## src/rtl/ptw_arb_pkg.sv

```systemverilog
// Shared definitions for the page-table-walker arbiter.
//   state_t : arbiter FSM states (IDLE, WAIT, DRAIN)
//   PORT_I / PORT_D : requester ids for the instruction and data TLBs
package ptw_arb_pkg;

    typedef enum logic [1:0] {
        ST_IDLE  = 2'd0,
        ST_WAIT  = 2'd1,
        ST_DRAIN = 2'd2
    } state_t;

    localparam logic PORT_I = 1'b0;
    localparam logic PORT_D = 1'b1;

endpackage

```

## src/rtl/ptw_arbiter_rr_arb2.sv

```systemverilog
// Two-way round-robin grant.
//   clk, rst : clock, synchronous active-high reset
//   req[1:0] : request vector indexed by port id
//   update   : load the current grant into the last-grant register
//   grant    : chosen port id (combinational)
// Last-grant resets to PORT_D so PORT_I wins the first tie.
module rr_arb2
    import ptw_arb_pkg::*;
(
    input  logic       clk,
    input  logic       rst,
    input  logic [1:0] req,
    input  logic       update,
    output logic       grant
);

    logic last;

    always_comb begin
        grant = PORT_D;
        if (req == 2'b11)
            grant = ~last;
        else if (req[PORT_I])
            grant = PORT_I;
    end

    always_ff @(posedge clk) begin
        if (rst)
            last <= PORT_D;
        else if (update)
            last <= grant;
    end

endmodule

```

## src/rtl/ptw_arbiter.sv

```systemverilog
// Shares one page-table walker between the ITLB and DTLB.
//   Itlb_/Dtlb_miss_req, _miss_vpn : miss pulse and VPN per TLB
//   Itlb_/Dtlb_fill_valid, _fill_ppn : registered one-cycle fill per TLB
//   Tlb_flush : drops pending misses and any in-flight result
//   Ptw_req, Ptw_vpn : registered walk request to the walker
//   Ptw_valid, Ptw_ppn : walker result
//   Arb_busy : high whenever the FSM is not IDLE
// One pending slot per TLB; identical-VPN misses are merged into one walk.
module ptw_arbiter
    import ptw_arb_pkg::*;
#(
    parameter int VPN_WIDTH = 20,
    parameter int PPN_WIDTH = 8
) (
    input  logic                 clk,
    input  logic                 rst,
    input  logic                 Itlb_miss_req,
    input  logic [VPN_WIDTH-1:0] Itlb_miss_vpn,
    output logic                 Itlb_fill_valid,
    output logic [PPN_WIDTH-1:0] Itlb_fill_ppn,
    input  logic                 Dtlb_miss_req,
    input  logic [VPN_WIDTH-1:0] Dtlb_miss_vpn,
    output logic                 Dtlb_fill_valid,
    output logic [PPN_WIDTH-1:0] Dtlb_fill_ppn,
    input  logic                 Tlb_flush,
    output logic                 Ptw_req,
    output logic [VPN_WIDTH-1:0] Ptw_vpn,
    input  logic                 Ptw_valid,
    input  logic [PPN_WIDTH-1:0] Ptw_ppn,
    output logic                 Arb_busy
);

    state_t               state;
    logic                 owner;
    logic                 i_valid, d_valid;
    logic [VPN_WIDTH-1:0] i_vpn, d_vpn;
    logic                 grant;
    logic                 issue;
    logic                 resp;
    logic                 merge;
    logic                 fill_i, fill_d;

    assign issue    = (state == ST_IDLE) && (i_valid || d_valid) && !Tlb_flush;
    assign resp     = (state == ST_WAIT) && Ptw_valid && !Tlb_flush;
    assign Arb_busy = (state != ST_IDLE);

    // Merge eligibility uses slot contents as they stand this cycle, so a
    // miss arriving together with the result is latched but not merged.
    assign merge  = (owner == PORT_I) ? (d_valid && (d_vpn == i_vpn))
                                      : (i_valid && (i_vpn == d_vpn));
    assign fill_i = resp && ((owner == PORT_I) || merge);
    assign fill_d = resp && ((owner == PORT_D) || merge);

    rr_arb2 u_rr (
        .clk    (clk),
        .rst    (rst),
        .req    ({d_valid, i_valid}),
        .update (issue),
        .grant  (grant)
    );

    // Pending slots: a full slot ignores further misses; flush wins over a
    // same-cycle miss.
    always_ff @(posedge clk) begin
        if (rst || Tlb_flush) begin
            i_valid <= 1'b0;
            d_valid <= 1'b0;
            if (rst) begin
                i_vpn <= '0;
                d_vpn <= '0;
            end
        end else begin
            if (fill_i) begin
                i_valid <= 1'b0;
            end else if (!i_valid && Itlb_miss_req) begin
                i_valid <= 1'b1;
                i_vpn   <= Itlb_miss_vpn;
            end
            if (fill_d) begin
                d_valid <= 1'b0;
            end else if (!d_valid && Dtlb_miss_req) begin
                d_valid <= 1'b1;
                d_vpn   <= Dtlb_miss_vpn;
            end
        end
    end

    always_ff @(posedge clk) begin
        if (rst) begin
            state           <= ST_IDLE;
            owner           <= PORT_I;
            Ptw_req         <= 1'b0;
            Ptw_vpn         <= '0;
            Itlb_fill_valid <= 1'b0;
            Itlb_fill_ppn   <= '0;
            Dtlb_fill_valid <= 1'b0;
            Dtlb_fill_ppn   <= '0;
        end else begin
            Ptw_req         <= 1'b0;
            Itlb_fill_valid <= 1'b0;
            Dtlb_fill_valid <= 1'b0;
            case (state)
                ST_IDLE: begin
                    if (issue) begin
                        Ptw_req <= 1'b1;
                        Ptw_vpn <= (grant == PORT_D) ? d_vpn : i_vpn;
                        owner   <= grant;
                        state   <= ST_WAIT;
                    end
                end
                ST_WAIT: begin
                    if (Tlb_flush) begin
                        // A result arriving with the flush is simply dropped.
                        state <= Ptw_valid ? ST_IDLE : ST_DRAIN;
                    end else if (Ptw_valid) begin
                        if (fill_i) begin
                            Itlb_fill_valid <= 1'b1;
                            Itlb_fill_ppn   <= Ptw_ppn;
                        end
                        if (fill_d) begin
                            Dtlb_fill_valid <= 1'b1;
                            Dtlb_fill_ppn   <= Ptw_ppn;
                        end
                        state <= ST_IDLE;
                    end
                end
                ST_DRAIN: begin
                    if (Ptw_valid)
                        state <= ST_IDLE;
                end
                default: state <= ST_IDLE;
            endcase
        end
    end

endmodule
```

## config.mk

```make
export PLATFORM = sky130hd
export DESIGN_NAME = ptw_arbiter
export DESIGN_NICKNAME = d
export VERILOG_FILES = /design/src/rtl/ptw_arb_pkg.sv /design/src/rtl/ptw_arbiter_rr_arb2.sv /design/src/rtl/ptw_arbiter.sv
export SDC_FILE = /design/constraint.sdc
export NUM_CORES = 1
export LEC_CHECK = 0
export ABC_AREA = 1
export CORE_ASPECT_RATIO = 1.5
export CORE_MARGIN = 8
export CORE_UTILIZATION = 53
export CTS_CLUSTER_SIZE = 20
export DETAILED_ROUTE_END_ITERATION = 6
export GPL_ROUTABILITY_DRIVEN = 0
export HOLD_SLACK_MARGIN = 0.1
export PLACE_DENSITY = 0.85
export SYNTH_ARGS = -nofsm -noshare
export SYNTH_HDL_FRONTEND = slang
export SYNTH_HIERARCHICAL = 1
export SYNTH_SLANG_ARGS = --single-unit
```

## constraint.sdc

```tcl
create_clock -name clk -period 4.28 [get_ports clk]
set_clock_uncertainty 0.15 [all_clocks]
set_input_delay 0.856 -clock clk [delete_from_list [all_inputs] [get_ports clk]]
set_output_delay 0.856 -clock clk [all_outputs]
set_load 0.01 [all_outputs]
```

* Word level (Yosys, flattened, before mapping) *
Cells that the tools add are included.

storage, ports and cells
  register bits = 85
  output and inout port bits = 40
  logic and storage cells = 77

cells by class
  eq/ne operators = 9
  mux-type cells = 19
  bitwise gates (word level) = 6
  reduce and logical (&&, ||, !) cells = 30

operators by type and width
  operator                                               count
  two-way mux 20 bit                                     8
  == test 20 bit                                         2
  logical AND 1 bit                                      10
  two-way mux 2 bit                                      4
  AND reduction 4 bit                                    2
  two-way mux 1 bit                                      6
  inverter 1 bit                                         6
  one-hot mux 2 bit (3 select lines)                     1
  AND reduction 3 bit                                    2
  nonzero test 2 bit                                     3
  OR reduction 2 bit                                     3
  == test 2 bit, second input constant                   2
  logical OR 1 bit                                       4
  inequality test 2 x 1 -> 1 bit, second input constant  2
  inequality test 2 bit, second input constant           2
  OR reduction 4 bit                                     1
  logical NOT 1 bit                                      3
  == test 2 x 1 -> 1 bit, second input constant          1
  logical NOT 2 bit                                      1
  AND reduction 2 bit                                    1

* Longest topological paths before layout *
Gate-level depths: netlist of run 1.

  depth after elaboration = 7
  gate-level depth with buffers = 13
  gate-level depth less buffers = 12

* Hierarchy *
Netlist of run 1, hierarchy kept.

modules (own cells, without submodules)
  module       times used  cells each  area an instance (µm²)
  ptw_arbiter  1           436         3,832.4
  rr_arb2      1           8           51.3

* Worst setup path after synthesis of run 1 *
Ideal clock, no wire load.

  path kind = input port to flip-flop
  start = input port Tlb_flush
  end = register d_vpn[0] (enable)
  data arrival time = 2,107 ps
  setup slack = 1,626 ps
  stages = 5
  buffers on the path = 1
  cells stage by stage = buf_2 nor3_4 nand2_1 nor2_2 nor2_1

between the ends
  cells in the longest elaborated chain, start to end = 5
  elaborated cells on any way between the ends = 8
  classes of those cells = 2 x eq/ne; 6 x reduce/logical

ends and longest elaborated chain
  element                                          RTL line           text
  from (decl)                                      ptw_arbiter.sv:25  input logic Tlb_flush,
  logical NOT 1 bit                                ptw_arbiter.sv:44  assign resp = (state == ST_WAIT) && Ptw_valid && !Tlb_flush;
  logical AND 1 bit                                ptw_arbiter.sv:44
  logical AND 1 bit                                ptw_arbiter.sv:52  assign fill_d = resp && ((owner == PORT_D) || merge);
  inequality test 2 x 1 -> 1 bit (no source line)  -
  AND reduction 3 bit (no source line) (*)         -
  to (signal assigned)                             ptw_arbiter.sv:83  d_vpn <= Dtlb_miss_vpn;
  to (decl)                                        ptw_arbiter.sv:36  logic [VPN_WIDTH-1:0] i_vpn, d_vpn;

Mark *: on every way between the ends. The rest lies on a longest branch, timed or not.
A chain may end at the register's enable or synchronous reset.

==> results.txt, run 1 <==
----------------------------------------------------
[Status]
  Status ... finished, final reports clean

[Power and ir drop]
  Cell-internal power ... 0.001247 W
  Sequential share of power ... 55.5%
  Clk network pwr share ... 30.0%
  Peak supply drop ... 0.2671 mV
  Power share of the combinational group ... 14.6%
  Power density relative to cell area ... 335.0 nW/um2
  Power Total ... 0.001682 W
  Fraction of power spent switching nets ... 25.86%
  Leakage power ... 2.210 nW
  Power dissipated by switching net loads ... 0.0004349 W

[Floorplan]
  Die Span X ... 85.90 um
  Starting Density ... about 54%
  # IOs ... 94
  Number of placement rows ... 38
  Core region area ... 7179 um2
  Die area ... 10380 um2
  Vertical die dimension ... 120.8 um

[Synthesis]
  Share of synthesized area occupied by flip-flops and latches ... approximately 54%
  Post-Syn Area per Cell ... 8.747 um2
  Count of cell types in the netlist ... 25
  Area of the mapped netlist ... 3884 um2
  Cell count after synthesis ... around 440
  Post-synthesis net count ... 498
  Synth warnings ... 6
  Post-synthesis register bit count ... 85

[Worst setup path]
  FF-to-FF End ... i_vpn[17]$_SDFFCE_PP0P_
  Largest incremental delay on the critical path ... 850 ps
  Worst setup path class ... input port to register
  Register-to-Register Setup Slack ... 1950 ps
  Worst R2R Path Depth ... 13
  Element type at the critical path start ... input port
  Required time of the worst setup path ... about 4400 ps
  Category of the worst setup path capture point ... register
  Worst flop-to-flop path startpoint ... d_vpn[9]$_SDFFCE_PP0P_
  Arrival time of data at the critical path endpoint ... around 2800 ps
  Cell type of the slowest stage on the worst timing path ... sky130_fd_sc_hd__clkinv_1
  Worst-path maximum fanout ... 37
  Worst path cell trace ... clkdlybuf4s50_1 -> clkinv_1 -> o21ai_0 -> a21oi_1

[Route]
  Per-cell routed wire length ... between 10 and 15 um
  Number of iterations in the first detailed-routing pass ... 4
  Via total after detailed routing ... 3116
  Routed via count divided by cell count ... 4.892
  Number of remaining DRC errors ... 0
  1st-iter DRT viols ... about 170
  Wirelength, routed ... 8.947 mm
  Residual antenna-violating net count after detailed routing ... 0

[Global route]
  Vias in the first global route ... 3144
  Initial antenna violation count ... 0
  Global route total overflow ... 0
  First-pass GRT wire length ... 14.59 mm
  Pin count of the biggest net entering global routing ... 41
  Overall global routing resource usage ... 17.93%

[Clocking]
  CTS tree ... yes
  Clock Tree Buf Depth ... 2
  Skew-Pair Late Insertion Delay ... 360 ps
  Number of CTS-inserted buffers ... 9
  Total of cells resized after clock tree synthesis ... 0
  Clock H-tree levels ... 3
  Clock root buffer ... sky130_fd_sc_hd__clkbuf_8
  Count of clock tree sinks ... 85
  Buffer count from post-CTS setup fixing ... 0
  Number of buffers inserted for hold repair after clock tree synthesis ... 0
  Clock-pin transition on the worst setup and hold timing paths ... 80 ps

[STA]
  Setup total negative slack ... 0 ps
  Final number of max-transition violations ... 0
  Number of hold-slack violations in the final timing report ... 0
  Worst relative slew slack ... a little under two fifths
  Final min period ... between 2000 and 3000 ps
  Setup violations, final ... 0
  RSZ-0062 raised after global routing ... false
  Final critical-path share of the clock period ... 64.71%
  Slew at the pin with the worst max-slew slack ... 930.4 ps
  Maximum operating frequency ... ~0.36 GHz

[Place]
  Input/output buffers ... 93
  Total half-perimeter wirelength after legalization and detailed placement ... 6.477 mm

[Min path]
  Hold path startpoint ... Dtlb_fill_ppn[6]$_SDFFE_PP0P_
  Hold depth ... 2
  End of the worst hold path ... Dtlb_fill_ppn[6]$_SDFFE_PP0P_
  Class of the tightest hold or removal check ... register to register

[Job]
  Max Cap Viol ... 0

[Layout]
  Synth-to-layout area growth ... 29.25%
  Layout cells sized above 1 ... just under 10%
  Ant diodes ... 0
  # nets final ... between 500 and 600

----------------------------------------------------
[cells in the final DEF, fill, tap and decap left out, drive strengths merged, types with 12 or more instances in the layout]
cell,Yosys,final
inv,69,69
clkdlybuf4s50,0,93
dfxtp,45,45
nand2,61,61
xor2,12,12
mux2i,13,13
nor2,92,92
o21ai,30,30
clkbuf,9,12
a21oi,37,37
nand3,19,19
edfxtp,40,40
[cell type report]
class / instances / area (um2)
Tap cell: 100 / 125.1
Inverter: 70 / 262.8
Sequential cell: 85 / 2102
Timing Repair Buffer: 98 / 968.4
Clock buffer: 12 / 145.1
Fill cell: 541 / 2160
Clock inverter: 4 / 25.02
Multi-Input combinational cell: 268 / 1391
[kinds of logic (layout without fill, tap and decap cells)]
logic type             count (synthesis)  count (layout)  share of synthesized area [%]
AO/OA/AOI/OAI                         67              67                          9.504
XOR/XNOR                              13              13                          2.932
buffers and inverters                 91             184                          10.18
flip-flops                            85              85                          54.12
multiplexers                          13              13                          3.350
AND/OR/NAND/NOR                      175             175                          19.91
[state kept, by name, summed over array words and instances, names as in the netlist, 2 cells and up]
signal,count
Dtlb_fill_ppn,8
state,2
Itlb_fill_ppn,8
i_vpn,20
Ptw_vpn,20
d_vpn,20
[per-stage QoR]
stage                     instances  hold slack (ps)  area [um2]  setup slack, ps  utilization, %
after floorplan                 444            323.4        3884             1626               -
after global placement          621            310.9        4850             1292           67.55
after detailed placement        621            324.1        4850             1178           67.55
after CTS                       637            343.6        5020             1563           69.92
after global routing            637            363.2        5020             1358           69.92
final                           637            337.9        5020             1510           69.92
[critical path, delay by kind of cell]
| family | cells | cell delay, ps |
|---|---|---|
| buf+inv | 2 | 1560 |
| compound gates | 2 | 420 |
[per-layer routing]
layer / global-route usage, % / routed length, um
met5: 0 / 0
met4: 8.700 / 184
met3: 5.163 / 436
met2: 31.85 / 4738
met1: 18.73 / 3589
[cell usage after synthesis (all sizes together)]
cell type	n	share of area, %
o21ai	30	3.9
buf	12	2.5
edfxtp	40	31
a21oi	37	5.6
nor4	1	0.16
xor2	12	2.7
dfxtp	45	23
clkinv	1	0.097
xnor2	1	0.23
nand3	19	2.8
inv	69	6.7
nor2	92	9.7
nor3	2	0.84
mux2i	13	3.4
clkbuf	9	0.87
nand2	61	6.4
[worst max-delay path by stage]
| stage | from | end | slack, ps | cells past startpoint |
|---|---|---|---|---|
| 2_1_floorplan | Tlb_flush | d_vpn[0]$_SDFFCE_PP0P_ | 1630 | 5 |
| 3_3_place_gp | rst | Ptw_vpn[13]$_SDFFE_PP0P_ | 1290 | 4 |
| 3_5_place_dp | rst | Ptw_vpn[16]$_SDFFE_PP0P_ | 1180 | 4 |
| 4_1_cts | rst | Ptw_vpn[16]$_SDFFE_PP0P_ | 1560 | 4 |
| 5_1_grt | rst | Ptw_vpn[4]$_SDFFE_PP0P_ | 1360 | 4 |
| 6_report | rst | Ptw_vpn[5]$_SDFFE_PP0P_ | 1510 | 4 |
[power by group through the flow]
stage / Combinational [W] / Clock (W) / Sequential [W]
after floorplan: 0.000131 / 0 / 0.000951
after detailed placement: 0.000245 / 0 / 0.000951
after global placement: 0.000237 / 0 / 0.000948
final: 0.000245 / 0.000504 / 0.000933
after global routing: 0.000271 / 0.000544 / 0.000938
after CTS: 0.000247 / 0.000512 / 0.000933
No activity file was read; power rests on OpenSTA's default activity.
==> run 2, diff against run 1 <==
- CORE_UTILIZATION: 53 -> 50
- PLACE_DENSITY: 0.85 -> 0.81
- clock period: 4.28 -> 2.65 ns (I/O delays scaled with it)
==> run 2 against run 1 <==
Compared with the run above: cell count is 0.94% higher; clock power increased by 120%; via count is 0.74% lower; worst hold slack got worse by 11 ps; sequential cell count unchanged; critical path type is now register to register; setup slack got worse by 1100 ps; utilization shrank 1.7 points; highest routed layer unchanged; sequential share of layout area down 1.1 points; global-route usage down 0.63 points.
==> results.txt, run 2 (synthesis gave the netlist of run 1 again) <==
----------------------------------------------------
[Clocking]
  Buffer count from post-CTS setup fixing ... 0 (unchanged)
  Total of cells resized after clock tree synthesis ... 0 (unchanged)
  Skew-Pair Late Insertion Delay ... 340 ps (-20 ps)
  Clock Tree Buf Depth ... 2 (unchanged)
  Clock root buffer ... sky130_fd_sc_hd__clkbuf_16
  Number of buffers inserted for hold repair after clock tree synthesis ... 0 (unchanged)
  CTS tree ... yes
  Clock-pin transition on the worst setup and hold timing paths ... 60 ps (-20 ps)
  Number of CTS-inserted buffers ... 9 (unchanged)
  Clock H-tree levels ... 3 (unchanged)
  Count of clock tree sinks ... 85 (unchanged)

[Floorplan]
  # IOs ... 94 (unchanged)
  Die area ... 10900 um2 (+5.0%)
  Vertical die dimension ... 123.9 um (+2.6%)
  Starting Density ... 51.35% (-2.7 points)
  Die Span X ... 87.96 um (+2.4%)
  Core region area ... 7564 um2 (+5.4%)
  Number of placement rows ... 39 (+2.6%)

[Route]
  Residual antenna-violating net count after detailed routing ... 0 (unchanged)
  Number of iterations in the first detailed-routing pass ... 4 (unchanged)
  Per-cell routed wire length ... 13.87 um (-1.2%)
  Via total after detailed routing ... 3093 (-0.74%)
  Number of remaining DRC errors ... 0 (unchanged)
  Wirelength, routed ... 8.920 mm (-0.30%)
  Routed via count divided by cell count ... 4.810 (-1.7%)
  1st-iter DRT viols ... 140 (-18%)

[Worst setup path]
  Cell type of the slowest stage on the worst timing path ... sky130_fd_sc_hd__edfxtp_1
  Required time of the worst setup path ... 2570 ps (-1780 ps)
  Cell occurring most often along the worst timing path ... sky130_fd_sc_hd__nand2_1
  Critical path origin ... d_vpn[6]$_SDFFCE_PP0P_
  Element type at the critical path start ... register
  Register-to-Register Setup Slack ... 410 ps (-1540 ps)
  Arrival time of data at the critical path endpoint ... 2160 ps (-680 ps)
  Category of the worst setup path capture point ... register
  Worst setup path class ... register to register
  Worst-path maximum fanout ... 20 (-46%)
  Cell family with the largest share of critical-path delay ... simple AND/OR/NAND/NOR gates
  Worst flop-to-flop path startpoint ... d_vpn[6]$_SDFFCE_PP0P_
  Largest incremental delay on the critical path ... 410 ps (-440 ps)
  Worst path cell trace ... inv_1 -> nand2_1 -> nand2_1 -> nand2_1 -> nor2_1 -> nand2_1 -> nor2_2 -> nand3_2 -> nand2_4 -> nand2_1 -> nor2_2 -> nor2_2 -> buf_4
  Worst path buffer plus inverter count ... 2 (unchanged)

[Power and ir drop]
  Power density relative to cell area ... 588.2 nW/um2 (+76%)
  Leakage power ... 2.284 nW (+3.4%)
  Peak supply drop ... 0.4804 mV (+80%)

[Global route]
  Pin count of the biggest net entering global routing ... 41 (unchanged)
  Vias in the first global route ... 3157 (+0.41%)
  First-pass GRT wire length ... 14.30 mm (-2.0%)
  Initial antenna violation count ... 0 (unchanged)
  Global route total overflow ... 0 (unchanged)
  Overall global routing resource usage ... 17.29% (-0.63 points)

[Layout]
  Most common cell after layout, fill and taps aside ... sky130_fd_sc_hd__clkdlybuf4s50_1
  Ant diodes ... 0 (unchanged)
  Synth-to-layout area growth ... 32.83%
  Layout cells sized above 1 ... 10.17% (+0.30 points)
  Multi-input gate area ... 1391 um2 (unchanged)
  Filler cells ... 602 (+11%)
  # nets final ... 590 (+0.68%)
  Highest-count cells in the layout ignoring fill and taps ... sky130_fd_sc_hd__clkdlybuf4s50_1 (93), sky130_fd_sc_hd__nor2_1 (78), sky130_fd_sc_hd__inv_1 (67)
  Finished layout cell area ... 5159 um2 (+2.8%)
  Registers with the most flip-flops ... Ptw_vpn x20, d_vpn x20, i_vpn x20
  Storage cell area ... 2102 um2 (unchanged)

[STA]
  Number of hold-slack violations in the final timing report ... 0 (unchanged)
  Final number of max-transition violations ... 0 (unchanged)
  Final min period ... 2238 ps
  Maximum operating frequency ... roughly 0.45 GHz
  Final hold slack ... 326.7 ps (-11.22 ps)
  Setup violations, final ... 0 (unchanged)
  Slew at the pin with the worst max-slew slack ... 684.6 ps (-245.9 ps)
  Worst relative slew slack ... 54.20% (+17 points)
  Final critical-path share of the clock period ... 84.45%
  Setup total negative slack ... 0 ps (unchanged)
  RSZ-0062 raised after global routing ... false

[Place]
  Total half-perimeter wirelength after legalization and detailed placement ... 6.626 mm (+2.3%)
  Input/output buffers ... 93 (unchanged)
  Placed cell areas ... 4895 um2 (+0.93%)

[Min path]
  Class of the tightest hold or removal check ... register to register
  Hold path startpoint ... Dtlb_fill_ppn[4]$_SDFFE_PP0P_

[Job]
  Max Cap Viol ... 0 (unchanged)

[Status]
  Status ... finished, final reports clean

----------------------------------------------------
==> run 2: changes by cell type in the layout (fill, tap and decap cells not counted), sizes merged <==
cell / before / now
clkinv: 3 / 4
clkbuf: 12 / 13
clkinvlp: 2 / 0
buf: 5 / 9
==> run 2: cell type report <==
type	instances	share of cell area, %
Clock buffer	13	4.851
Clock inverter	3	0.2668
Inverter	70	5.093
Multi-Input combinational cell	268	26.97
Sequential cell	85	40.75
Tap cell	102	2.474
Timing Repair Buffer	102	19.60
==> run 2: layer usage <==
metal | global-route usage (%) | vias to the layer above | wire, um
met5 | 0 | - | 0
li1 | - | 1579 | -
met4 | 10.27 | 0 | 269
met3 | 4.293 | 20 | 509
met2 | 31.41 | 89 | 4734
met1 | 17.25 | 1405 | 3407
==> run 2: worst paths after layout <==
kind	to	cells past startpoint
worst max-delay path	i_vpn[19]$_SDFFCE_PP0P_	13
worst min-delay path	Dtlb_fill_ppn[4]$_SDFFE_PP0P_	2
worst max register to register	i_vpn[19]$_SDFFCE_PP0P_	13
worst min register to register	Dtlb_fill_ppn[4]$_SDFFE_PP0P_	2
==> run 2: tightest hold or removal path, delay by kind of cell, from the launching register on <==
kind	cells	cell delay [ps]
AO/OA/AOI/OAI	1	40
flip-flops	1	320
AND/OR/NAND/NOR	1	80
==> run 2: where the power goes <==
part	switching, W	total [W]	internal [W]
logic	0.000204	0.000403	0.000199
clock network	0.000470	0.00112	0.000654
registers	0.0000484	0.00151	0.00146
total	0.000722	0.00303	0.00231
==> run 2: stage by stage <==
stage / util, % / setup WS, ps / power [W] / instances
floorplan: - / 260.7 / 0.001748 / 444
detailed placement: 64.71 / 334.1 / 0.001939 / 627
CTS: 68.21 / 377.5 / 0.003059 / 643
global route: 68.21 / 272.0 / 0.003169 / 643
finish: 68.21 / 412.1 / 0.003035 / 643
global placement: 64.71 / 384.3 / 0.001922 / 627
